--- src/rtl/sdes_keymix.sv ---
// S-DES subkey schedule plus E/P and round-key mix feeding S0/S1.
// Optional zeroize input enabled by defining SDES_KEY_ZEROIZE_EN.
module sdes_keymix #(
    parameter bit SWAP_DECRYPT = 1'b1
) (
    input  logic       clk,
    input  logic       rst_n,
`ifdef SDES_KEY_ZEROIZE_EN
    input  logic       key_clear,
`endif
    input  logic       key_valid,
    output logic       key_ready,
    input  logic [0:9] key_in,
    input  logic       decrypt,
    input  logic       in_valid,
    output logic       in_ready,
    input  logic [0:3] in_r,
    input  logic       in_round,
    output logic       out_valid,
    input  logic       out_ready,
    output logic [0:3] s0_in,
    output logic [0:3] s1_in
);

    typedef enum logic [1:0] {IDLE, GEN1, GEN2, KEYS_OK} state_t;

    function automatic logic [0:9] p10(input logic [0:9] k);
        return {k[2], k[4], k[1], k[6], k[3], k[9], k[0], k[8], k[7], k[5]};
    endfunction

    function automatic logic [0:7] p8(input logic [0:9] k);
        return {k[5], k[2], k[6], k[3], k[7], k[4], k[9], k[8]};
    endfunction

    function automatic logic [0:9] ls1(input logic [0:9] k);
        return {k[1:4], k[0], k[6:9], k[5]};
    endfunction

    function automatic logic [0:9] ls2(input logic [0:9] k);
        return {k[2:4], k[0:1], k[7:9], k[5:6]};
    endfunction

    function automatic logic [0:7] ep(input logic [0:3] r);
        return {r[3], r[0], r[1], r[2], r[1], r[2], r[3], r[0]};
    endfunction

    state_t     state_q, state_d;
    logic [0:9] key_q, key_d;
    logic [0:9] t_q, t_d;
    logic [0:7] k1_q, k1_d;
    logic [0:7] k2_q, k2_d;
    logic       dec_q, dec_d;
    logic       out_valid_q, out_valid_d;
    logic [0:7] s_q, s_d;

    logic       key_acc;
    logic       in_acc;
    logic       sel;
    logic [0:7] mix;

    assign key_ready = (state_q == IDLE) |
                       ((state_q == KEYS_OK) & ~out_valid_q);
    assign in_ready  = (state_q == KEYS_OK) & (~out_valid_q | out_ready);
    assign key_acc   = key_valid & key_ready;
    assign in_acc    = in_valid & in_ready;

    // Decrypt runs the rounds with the subkeys in reverse order.
    assign sel = in_round ^ (dec_q & SWAP_DECRYPT);
    assign mix = ep(in_r) ^ (sel ? k2_q : k1_q);

    always_comb begin
        state_d     = state_q;
        key_d       = key_q;
        t_d         = t_q;
        k1_d        = k1_q;
        k2_d        = k2_q;
        dec_d       = dec_q;
        out_valid_d = out_valid_q;
        s_d         = s_q;

        if (in_acc) begin
            s_d         = mix;
            out_valid_d = 1'b1;
        end else if (out_ready) begin
            out_valid_d = 1'b0;
        end

        unique case (state_q)
            IDLE, KEYS_OK: begin
                if (key_acc) begin
                    key_d   = key_in;
                    dec_d   = decrypt;
                    state_d = GEN1;
                end
            end
            GEN1: begin
                t_d     = ls1(p10(key_q));
                k1_d    = p8(t_d);
                state_d = GEN2;
            end
            GEN2: begin
                k2_d    = p8(ls2(t_q));
                state_d = KEYS_OK;
            end
        endcase

`ifdef SDES_KEY_ZEROIZE_EN
        if (key_clear) begin
            state_d     = IDLE;
            key_d       = '0;
            t_d         = '0;
            k1_d        = '0;
            k2_d        = '0;
            dec_d       = 1'b0;
            out_valid_d = 1'b0;
        end
`endif
    end

    always_ff @(posedge clk or negedge rst_n) begin
        if (!rst_n) begin
            state_q     <= IDLE;
            key_q       <= '0;
            t_q         <= '0;
            k1_q        <= '0;
            k2_q        <= '0;
            dec_q       <= 1'b0;
            out_valid_q <= 1'b0;
            s_q         <= '0;
        end else begin
            state_q     <= state_d;
            key_q       <= key_d;
            t_q         <= t_d;
            k1_q        <= k1_d;
            k2_q        <= k2_d;
            dec_q       <= dec_d;
            out_valid_q <= out_valid_d;
            s_q         <= s_d;
        end
    end

    assign out_valid = out_valid_q;
    assign s0_in     = s_q[0:3];
    assign s1_in     = s_q[4:7];

endmodule

--- config.mk ---
export PLATFORM = sky130hd
export DESIGN_NAME = sdes_keymix
export DESIGN_NICKNAME = d
export VERILOG_FILES = /design/src/rtl/sdes_keymix.sv
export SDC_FILE = /design/constraint.sdc
export NUM_CORES = 1
export LEC_CHECK = 0
export CORE_MARGIN = 2
export CORE_UTILIZATION = 58
export CTS_BUF_LIST = sky130_fd_sc_hd__clkbuf_2 sky130_fd_sc_hd__clkbuf_4 sky130_fd_sc_hd__clkbuf_8
export CTS_CLUSTER_DIAMETER = 120
export CTS_CLUSTER_SIZE = 20
export DETAILED_ROUTE_END_ITERATION = 7
export PLACE_DENSITY = 0.9
export SETUP_SLACK_MARGIN = 0.02
export SLEW_MARGIN = 25
export SYNTH_ARGS = -nofsm -noshare
export SYNTH_HDL_FRONTEND = slang
export SYNTH_SLANG_ARGS = --single-unit
--- constraint.sdc ---
create_clock -name clk -period 3.2 [get_ports clk]
set_input_delay 0.32 -clock clk [delete_from_list [all_inputs] [get_ports clk]]
set_output_delay 0.32 -clock clk [all_outputs]
set_load 0.005 [all_outputs]
==> impl_metrics.py <==
metrics = {
    "die": {
        "rows": 20,
        "fp.dieW_microns": 59.3,
        "dieArea_sq_mm": 0.00352,
        "core_sq_mm": 0.00298,
        "io_pins": 32,
        "initial_core_util_pct": 59.6,
        "die_h_microns": 59.3,
    },
    "sta": {
        "finalMaxSlewViolations": 0,
        "worst_pin_slew_ps": 871,
        "fmax_ghz": 0.459,
        "timing.hold.ws_ps": 78.6,
        "setup_viol": 0,
        "worst_slack_ps": 1020,
        "slew_headroom_pct": 41.9,
        "min_period_over_period_pct": 68.1,
        "finClkSkew_ps": 11.0,
        "hold_viol": 0,
        "fin_setup_tns_ps": 0,
        "min_period_ps": 2180,
        "rsz0062_at_grt": "no",
    },
    "grt": {
        "grt_pass1_wl_microns": 5100,
        "grt_max_degree": 41,
        "grtUsageTotal_pct": 20.5,
        "grt_pass1_vias": 1103,
        "antenna_found_initial": 0,
        "globalRouteOverflowTotal": 0,
    },
    "synthesis": {
        "synth_cell_types": 21,
        "syn_avg_cell_area_sq_um": 14.4,
        "synth_fp_nets": 148,
        "synthFlopType": "dfrtp_1",
        "yosys.cell_count.top_type": "dfrtp_1",
        "synth_seq_cells": 40,
        "synth_area_sq_mm": 0.00177,
        "synth_warnings": 0,
        "yosysTopAreaCellShare_pct": 56.4,
        "synth_common_cells": "40 x dfrtp_1, 19 x mux2_2, 10 x mux2_4",
        "synthArstFlopShare_pct": 100,
        "ys_top_cells_by_area": "dfrtp_1 56%, mux2_2 12%, mux2_4 8.5%",
        "seq_area_frac_synth_pct": 56.4,
        "synth_edf_count": 0,
        "synth_top_cell_by_area": "dfrtp_1",
        "synthCells": 123,
    },
    "detailed_routing": {
        "drtPass1Iterations": 4,
        "antenna_left": 0,
        "num_vias": 1029,
        "totalWireLength_microns": 3040,
        "avgViaCountPerCell": 5.39,
        "drt_iter0_drc": 33,
        "wl_per_cell_microns": 15.9,
        "route.detailed.drc": 0,
    },
    "layout": {
        "fin_nets": 182,
        "area_growth_pct": 22.8,
        "final_layout_size_suffix_gt1_share_pct": 27.2,
        "design_area_sq_mm": 0.00218,
        "insertedDiodeCount": 0,
    },
    "worst_setup_path": {
        "r2r_slack_ps": 1520,
        "worst_path_largest_cell_delay_ps": 450,
        "critical_path.slowest_cell": "clkdlybuf4s50_1",
        "cp.required_ps": 2880,
        "worst-path-buf-inv": 1,
        "worst_r2r_endpoint": "key_q[6]$_DFFE_PN0P_",
        "crit_family": "buffers and inverters",
        "worstSetupStartpointType": "flip-flop",
        "end_kind": "output pin",
        "r2r_start": "state_q[1]$_DFFE_PN0P_",
        "reg2reg_depth": 5,
        "crit_type": "flip-flop to output pin",
        "cp_cell_sequence": "ha_1 -> nor2b_4 -> or2_2 -> clkdlybuf4s50_1",
        "arrival_ps": 1860,
        "crit_fanout": 4,
    },
    "place": {
        "post-place-ws_ps": 1290,
        "dpl-instance-area_sq_mm": 0.00210,
        "dpl.hpwl_microns": 2240,
        "gp_congestion": 0.791,
        "place.port_buffers": 31,
    },
    "clock_network": {
        "clk_latency_ps": 340,
        "clk_pin_slew_ps": 120,
        "htree_levels": 2,
        "postCtsHoldBufs": 0,
        "tritoncts": "built",
        "cts_setup_buffers": 0,
        "numClockSinks": 40,
        "clock_path_buffers": 2,
        "ctsResizeCount": 0,
        "numCtsBuffers": 5,
        "cts-root-buf": "clkbuf_4",
    },
    "power_and_ir_drop": {
        "vdd_drop_max_mv": 0.476,
        "powerDensity_mw_per_mm2": 1000,
        "leakage_nw": 1.02,
    },
    "outcome": {
        "status": "complete, no violations",
    },
    "hold_path": {
        "hold_class": "input pin to asynchronous set/reset pin",
    },
    "job": {
        "max-cap-violations": 0,
    },
}
==> logic make-up (layout without fill, tap and decap cells) <==
group	after synthesis	after routing	synth area share (%)
AOI/OAI and AO/OA	11	11	3.46
xor gates and xnor gates	9	9	5.50
adders and majority gates	4	4	2.82
and+or+nand+nor	15	15	4.51
buffers and inverters	6	41	1.69
DFF	40	40	56.4
muxes	38	38	25.6
==> state kept, by name (all words and copies together), names as in the netlist <==
register and flops:
out_valid 1, s_q 8, t_q 10, dec_q 1
key_q 10, state_q 2, k2_q 8
==> layout by cell type (no fill, tap or decap), types with 2 or more instances in the layout <==
master / count
dfrtp_1: 40
clkdlybuf4s50_1: 30
mux2_2: 19
mux2_4: 10
mux2i_1: 9
nand2_1: 9
xor2_1: 8
o21ai_1: 8
clkbuf_4: 6
ha_1: 4
inv_1: 2
==> per-layer routing <==
layer / wire [microns] / up-vias / track usage (%)
met1: 1340 / 500 / 24.9
li1: - / 493 / -
met4: 68 / 0 / 12.7
met5: 0 / - / 0
met3: 132 / 6 / 6.33
met2: 1500 / 30 / 31.9
==> cell type report <==
class | count | area [sq um]
sequential | 40 | 1000
fill | 194 | 800
multi-input combinational | 77 | 743
timing repair buffer | 31 | 305
clock buffer | 6 | 45.0
tap | 33 | 41.3
clock inverter | 2 | 35.0
inverter | 2 | 7.51
==> power by group <==
group | leakage, nW | switching (mW) | internal (mW) | total [mW]
logic | 0.493 | 0.351 | 0.576 | 0.927
registers | 0.478 | 0.163 | 0.761 | 0.924
clock network | 0.0456 | 0.157 | 0.172 | 0.330
==> worst max path at each step <==
stage,start,to,cells after the start,slack [ps]
after floorplan,state_q[0]$_DFFE_PN0P_,dec_q$_DFFE_PN0P_,5,1660
after CTS,state_q[1]$_DFFE_PN0P_,key_ready,4,1010
after global routing,state_q[1]$_DFFE_PN0P_,key_ready,4,930
after detailed placement,in_round,s_q[7]$_DFFE_PN0P_,5,1290
final,state_q[1]$_DFFE_PN0P_,key_ready,4,1020
after global placement,out_ready,in_ready,4,1380
==> stage by stage <==
step / std cells / utilization (%) / power (mW)
global placement: 183 / 70.5 / 1.80
floorplan: 123 / - / 1.56
finish: 191 / 73.2 / 2.18
global route: 191 / 73.2 / 2.33
detailed placement: 183 / 70.5 / 1.87
CTS: 191 / 73.2 / 2.20
No activity file was read; power rests on OpenSTA's default activity.
